## config.mk

```make
export PLATFORM = sky130hd
export DESIGN_NAME = pid_control_param
export DESIGN_NICKNAME = d
export VERILOG_FILES = /design/src/rtl/pid_control_param.sv
export SDC_FILE = /design/constraint.sdc
export NUM_CORES = 2
export LEC_CHECK = 0
export ABC_CLOCK_PERIOD_IN_PS = 12750
export CORE_UTILIZATION = 50
export CTS_CLUSTER_DIAMETER = 40
export DETAILED_ROUTE_END_ITERATION = 8
export GPL_TIMING_DRIVEN = 0
export PLACE_DENSITY_LB_ADDON = 0.12
export SYNTH_ARGS = -nofsm -noshare
export SYNTH_HDL_FRONTEND = slang
export SYNTH_SLANG_ARGS = --single-unit
```

## constraint.sdc

```tcl
create_clock -name Clk -period 12.75 [get_ports Clk]
set_input_delay 2.55 -clock Clk [delete_from_list [all_inputs] [get_ports Clk]]
set_output_delay 2.55 -clock Clk [all_outputs]
set_load 0.02 [all_outputs]
```

## src/rtl/pid_control_param.sv

```systemverilog
// PID balance loop: moving-average angle error, P/I/D with clamped integral and anti-windup, sign-split saturated outputs.
// Latency: Result_Valid and new outputs appear 6 clocks after the accepting edge; Busy covers the 6 computation cycles.
// Backpressure: none; Sample_Valid while Busy is dropped. Optional macro PID_DFILT_EN adds a two-tap gyro filter.
module pid_control_param #(
    parameter int DATA_W   = 13,
    parameter int AVG_LOG2 = 2,
    parameter int GAIN_W   = 8,
    parameter int FRAC_W   = 2,
    parameter int INT_LIM  = 4096,
    parameter int OUT_W    = 16,
    parameter int OUT_MAX  = 7500
) (
    input  logic                     Clk,
    input  logic                     Rst,
    input  logic                     Sample_Valid,
    input  logic signed [DATA_W-1:0] CurrentAngle,
    input  logic signed [DATA_W-1:0] CurrentGyro,
    input  logic signed [DATA_W-1:0] SetAngle,
    input  logic        [GAIN_W-1:0] Kp,
    input  logic        [GAIN_W-1:0] Ki,
    input  logic        [GAIN_W-1:0] Kd,
    output logic                     Busy,
    output logic                     Result_Valid,
    output logic        [OUT_W-1:0]  ResultOut_l,
    output logic        [OUT_W-1:0]  ResultOut_r
);

    localparam int ERR_W = DATA_W + 1;
    localparam int SUM_W = ERR_W + AVG_LOG2;
    localparam int DEPTH = 1 << AVG_LOG2;
    localparam int PTR_W = (AVG_LOG2 > 0) ? AVG_LOG2 : 1;
    localparam int ACC_W = ERR_W + $clog2(INT_LIM + 1) + 1;
    localparam int MUL_W = ACC_W + GAIN_W + 1;
    localparam int U_W   = MUL_W + 2;

    localparam logic signed [ACC_W-1:0] LIM_P = ACC_W'(INT_LIM);
    localparam logic signed [ACC_W-1:0] LIM_N = -LIM_P;
    localparam logic signed [U_W-1:0]   OMAX  = U_W'(OUT_MAX);

    typedef enum logic [2:0] {S_IDLE, S_AVG, S_PT, S_IT, S_DT, S_SUM, S_OUT} state_t;
    state_t state, state_nxt;

    logic signed [ERR_W-1:0]  err_q, avg_q;
    logic signed [ERR_W-1:0]  avg_buf [DEPTH];
    logic        [PTR_W-1:0]  wr_ptr;
    logic signed [SUM_W-1:0]  sum_q, sum_nxt;
    logic signed [DATA_W-1:0] gyro_q, gyro_sel;
    logic signed [GAIN_W:0]   kp_s, ki_s, kd_s;
    logic signed [ACC_W-1:0]  integ_q, integ_sum, integ_clamped, integ_nxt;
    logic signed [MUL_W-1:0]  p_q, i_q, d_q;
    logic signed [U_W-1:0]    u_q, u_abs;
    logic                     sat_q, u_neg_q, hold_integ, u_sat;

    always_ff @(posedge Clk) begin
        if (Rst) state <= S_IDLE;
        else     state <= state_nxt;
    end

    always_comb begin
        state_nxt = state;
        unique case (state)
            S_IDLE:  if (Sample_Valid) state_nxt = S_AVG;
            S_AVG:   state_nxt = S_PT;
            S_PT:    state_nxt = S_IT;
            S_IT:    state_nxt = S_DT;
            S_DT:    state_nxt = S_SUM;
            S_SUM:   state_nxt = S_OUT;
            S_OUT:   state_nxt = S_IDLE;
            default: state_nxt = S_IDLE;
        endcase
    end

    assign Busy    = (state != S_IDLE);
    assign sum_nxt = sum_q + SUM_W'(err_q) - SUM_W'(avg_buf[wr_ptr]);

    // Integral is frozen while the last output was clipped and the error still pushes the same way.
    assign hold_integ    = sat_q && (avg_q != '0) && (avg_q[ERR_W-1] == u_neg_q);
    assign integ_sum     = integ_q + ACC_W'(avg_q);
    assign integ_clamped = (integ_sum > LIM_P) ? LIM_P : (integ_sum < LIM_N) ? LIM_N : integ_sum;
    assign integ_nxt     = hold_integ ? integ_q : integ_clamped;

    assign u_abs = u_q[U_W-1] ? -u_q : u_q;
    assign u_sat = (u_abs > OMAX);

`ifdef PID_DFILT_EN
    localparam int GF_W = DATA_W + 3;
    logic signed [DATA_W-1:0] g_prev_q, gf_q;
    logic signed [GF_W-1:0]   gf_acc;
    assign gf_acc   = GF_W'(g_prev_q) + GF_W'(g_prev_q) + GF_W'(g_prev_q) + GF_W'(gyro_q);
    assign gyro_sel = gf_q;

    always_ff @(posedge Clk) begin
        if (Rst) begin
            g_prev_q <= '0;
            gf_q     <= '0;
        end else if (state == S_AVG) begin
            gf_q     <= DATA_W'(gf_acc >>> 2);
            g_prev_q <= gyro_q;
        end
    end
`else
    assign gyro_sel = gyro_q;
`endif

    always_ff @(posedge Clk) begin
        if (Rst) begin
            err_q        <= '0;
            avg_q        <= '0;
            sum_q        <= '0;
            wr_ptr       <= '0;
            gyro_q       <= '0;
            kp_s         <= '0;
            ki_s         <= '0;
            kd_s         <= '0;
            integ_q      <= '0;
            p_q          <= '0;
            i_q          <= '0;
            d_q          <= '0;
            u_q          <= '0;
            sat_q        <= 1'b0;
            u_neg_q      <= 1'b0;
            Result_Valid <= 1'b0;
            ResultOut_l  <= '0;
            ResultOut_r  <= '0;
            for (int k = 0; k < DEPTH; k++) avg_buf[k] <= '0;
        end else begin
            Result_Valid <= 1'b0;
            unique case (state)
                S_IDLE: if (Sample_Valid) begin
                    err_q  <= ERR_W'(CurrentAngle) - ERR_W'(SetAngle);
                    gyro_q <= CurrentGyro;
                    kp_s   <= {1'b0, Kp};
                    ki_s   <= {1'b0, Ki};
                    kd_s   <= {1'b0, Kd};
                end
                S_AVG: begin
                    avg_buf[wr_ptr] <= err_q;
                    sum_q           <= sum_nxt;
                    avg_q           <= ERR_W'(sum_nxt >>> AVG_LOG2);
                    if (AVG_LOG2 == 0) wr_ptr <= '0;
                    else               wr_ptr <= wr_ptr + 1'b1;
                end
                S_PT: p_q <= kp_s * avg_q;
                S_IT: begin
                    integ_q <= integ_nxt;
                    i_q     <= ki_s * integ_nxt;
                end
                S_DT:  d_q <= kd_s * gyro_sel;
                S_SUM: u_q <= (U_W'(p_q) + U_W'(i_q) + U_W'(d_q)) >>> FRAC_W;
                S_OUT: begin
                    Result_Valid <= 1'b1;
                    sat_q        <= u_sat;
                    u_neg_q      <= u_q[U_W-1];
                    if (u_q > 0) begin
                        ResultOut_l <= u_sat ? OUT_W'(OUT_MAX) : u_abs[OUT_W-1:0];
                        ResultOut_r <= '0;
                    end else if (u_q < 0) begin
                        ResultOut_l <= '0;
                        ResultOut_r <= u_sat ? OUT_W'(OUT_MAX) : u_abs[OUT_W-1:0];
                    end else begin
                        ResultOut_l <= '0;
                        ResultOut_r <= '0;
                    end
                end
                default: ;
            endcase
        end
    end

endmodule

```

==> results.sh <==
export IMPL_syn_area_per_cell_um2=8.479
export IMPL_setup_worst_path_start_class="register"
export IMPL_multi_input_area_um2=24610
export IMPL_setup_slack_ps=987.0
export IMPL_regArea_um2=6807
export IMPL_antenna_found_initial=4
export IMPL_synthFlopType="dfxtp_1"
export IMPL_fmax_mhz=85.01
export IMPL_routed_wl_mm=97.75
export IMPL_avgViaCountPerCell=5.542
export IMPL_holdPathStages=2
export IMPL_setup_tns_final_ps=0
export IMPL_dieArea_um2=69940
export IMPL_cts_buffers=55
export IMPL_hold_viol=0
export IMPL_instances_no_fill=5138
export IMPL_yosys_top_cells_count="inv_1 (597), nand2_1 (586), fa_1 (402)"
export IMPL_cts_root_buf="clkbuf_16"
export IMPL_cts_max_level=2
export IMPL_post_cts_resized=0
export IMPL_syn_area_um2=34440
export IMPL_ctsHoldBuffers=0
export IMPL_drive_gt1_frac=0.04197
export IMPL_crit_top_cell="ha_1"
export IMPL_power_density_nw_per_um2=110.1
export IMPL_synth_top_area_frac=0.2337
export IMPL_wl_per_cell_um=19.03
export IMPL_synth_area_leaders="fa_1 (23%), dfxtp_1 (15%), ha_1 (9.4%)"
export IMPL_cp_data_arrival_time_ps=12240
export IMPL_cts_tree="yes"
export IMPL_rr_worst_depth=39
export IMPL_fin_skew_ps=58.45
export IMPL_start_util=0.5092
export IMPL_crit_path_end_kind="register"
export IMPL_drtIter0Drc=2056
export IMPL_synth_seq_area_share=0.1976
export IMPL_dpl_hpwl_mm=79.06
export IMPL_design_area_um2=38560
export IMPL_n_fill_cell=6256
export IMPL_setup_viol=0
export IMPL_critPathMaxStageDelay_ps=1070
export IMPL_drc=0
export IMPL_io_buffers=99
export IMPL_dp_cells=5034
export IMPL_crit_path_max_fanout=18
export IMPL_cp_required_ps=13220
export IMPL_area_growth_pct=11.94
export IMPL_peakVddDrop_mv=0.1189
export IMPL_grt_max_degree=19
export IMPL_clock_latency_ps=650
export IMPL_slew_violations=0
export IMPL_grt_first_pass_wirelength_mm=157.1
export IMPL_synthArstFlopShare=0
export IMPL_period_share=0.9226
export IMPL_p_leak_nw=18.26
export IMPL_layout_min_cycle_time_ps=11760
export IMPL_ys_warnings_count=0
export IMPL_io_pins=100
export IMPL_cts_setup_buffers=0
export IMPL_hold_slack_ps=448.1
export IMPL_path_class="reg -> reg"
export IMPL_num_antenna_cells=0
export IMPL_pre_cts_slack_ps=1121
export IMPL_coreArea_um2=67630
export IMPL_cp_slowest_cell="dfxtp_1"
export IMPL_place_area_um2=36540
export IMPL_synth_cells=4062
export IMPL_ys_seq_elements=312
export IMPL_synth_edf_count=56
export IMPL_cts_sinks=312
export IMPL_hold_class="reg -> reg"
export IMPL_clkTransAtPathRegs_ps=50
export IMPL_drtPass1Iterations=5
export IMPL_slew_headroom=0.1214
export IMPL_die_h_um=264.5
export IMPL_gp_congestion=0.9729
export IMPL_drtAntennaViolNets=0
export IMPL_drv_cap=0
export IMPL_yosys_area_top_type="fa_1"
export IMPL_vias=28476
export IMPL_grt_use_total=0.2854
export IMPL_grt_pass1_vias=28492
export IMPL_nNetsFinal=4946
export IMPL_rsz0062_at_grt="no"
export IMPL_ys_types=90
export IMPL_tightest_slew_ps=1318
export IMPL_status="completed"
export IMPL_synth_most_common_cell="inv_1"
export IMPL_fp_dieW_um=264.5
export IMPL_num_rows=95
export IMPL_syn_nets=4790
export IMPL_clock_path_buffers=3
export IMPL_grt_ovfl_total=0
==> final timing paths <==
check / start / end / slack [ps]
max: avg_q[13]$_SDFFE_PP0P_ / i_q[35]$_SDFFE_PP0P_ / 990
min: ResultOut_r[3]$_SDFFE_PP0P_ / ResultOut_r[3]$_SDFFE_PP0P_ / 450
min reg2reg: ResultOut_r[3]$_SDFFE_PP0P_ / ResultOut_r[3]$_SDFFE_PP0P_ / 450
max reg2reg: avg_q[13]$_SDFFE_PP0P_ / i_q[35]$_SDFFE_PP0P_ / 990
==> flip-flops by register name, summed over array words and instances (netlist names), 2 cells and up, named ones only <==
name,flops
err_q,14
avg_q,14
sum_q,2
integ_q,28
gyro_q,13
state,3
d_q,22
avg_buf,56
ResultOut_l,16
i_q,37
u_q,37
wr_ptr,2
ResultOut_r,16
ki_s,8
kp_s,8
kd_s,8
p_q,23
==> where the power goes <==
| part | switching [mW] | leakage (nW) | internal [mW] |
|---|---|---|---|
| combinational | 1.01 | 14.6 | 0.538 |
| clock | 0.567 | 0.966 | 1.01 |
| sequential | 0.0699 | 2.65 | 1.05 |
==> critical path: cells and delay by family, from the launching register on <==
kind	cells	cell delay, ps
AO/OA/AOI/OAI	14	4860
flip-flops	1	1070
XOR/XNOR	1	150
adder cells (fa/ha/maj)	7	2710
buffers and inverters	6	980
AND/OR/NAND/NOR	11	1800
==> cell families after synthesis <==
logic type      after synthesis  share of synthesized area
compound gates              813                     0.1572
xor+xnor                    143                    0.03636
fa+ha+maj                   662                     0.3281
buf+inv                     797                    0.08817
flops                       312                     0.1976
mux                          24                    0.01217
simple gates               1311                     0.1804
==> stage by stage <==
step / util / total power, mW
after global routing: 0.5701 / 4.479
final: 0.5701 / 4.244
after detailed placement: 0.5402 / 2.667
after CTS: 0.5701 / 4.243
after floorplan: - / 2.208
after global placement: 0.5400 / 2.653
==> cells in the final DEF (no fill, tap or decap), types with 25 or more instances in the layout <==
cell	n
nand3_1	56
dfxtp_1	256
nand2_1	586
nor3_1	58
xnor2_1	95
nand2b_1	25
and2_1	236
inv_1	597
a211oi_1	27
xor2_1	48
ha_1	260
a22oi_1	32
or3_1	29
a21oi_1	272
clkbuf_1	169
clkbuf_16	56
a21o_1	68
fa_1	402
clkdlybuf4s50_1	99
a32o_1	30
nor2_1	185
o21ai_0	133
a22o_1	28
edfxtp_1	56
and3_1	38
==> per-layer routing <==
metal / wire length [um] / share of wire / track usage / vias to the layer above
li1: - / - / - / 13713
met1: 44930 / 0.46 / 0.4029 / 13719
met2: 42870 / 0.44 / 0.4471 / 893
met3: 7027 / 0.072 / 0.04765 / 151
met4: 2928 / 0.030 / 0.08894 / 0
met5: 0 / 0 / 0 / -
==> final cells by class <==
class | instances | share of cell area
Multi-Input combinational cell | 2953 | 0.6383
Inverter | 597 | 0.05812
Sequential cell | 312 | 0.1765
Tap cell | 873 | 0.02833
Buffer | 200 | 0.02067
Timing Repair Buffer | 99 | 0.02570
Clock inverter | 32 | 0.01236
Clock buffer | 72 | 0.03998
No activity file was read; power rests on OpenSTA's default activity.
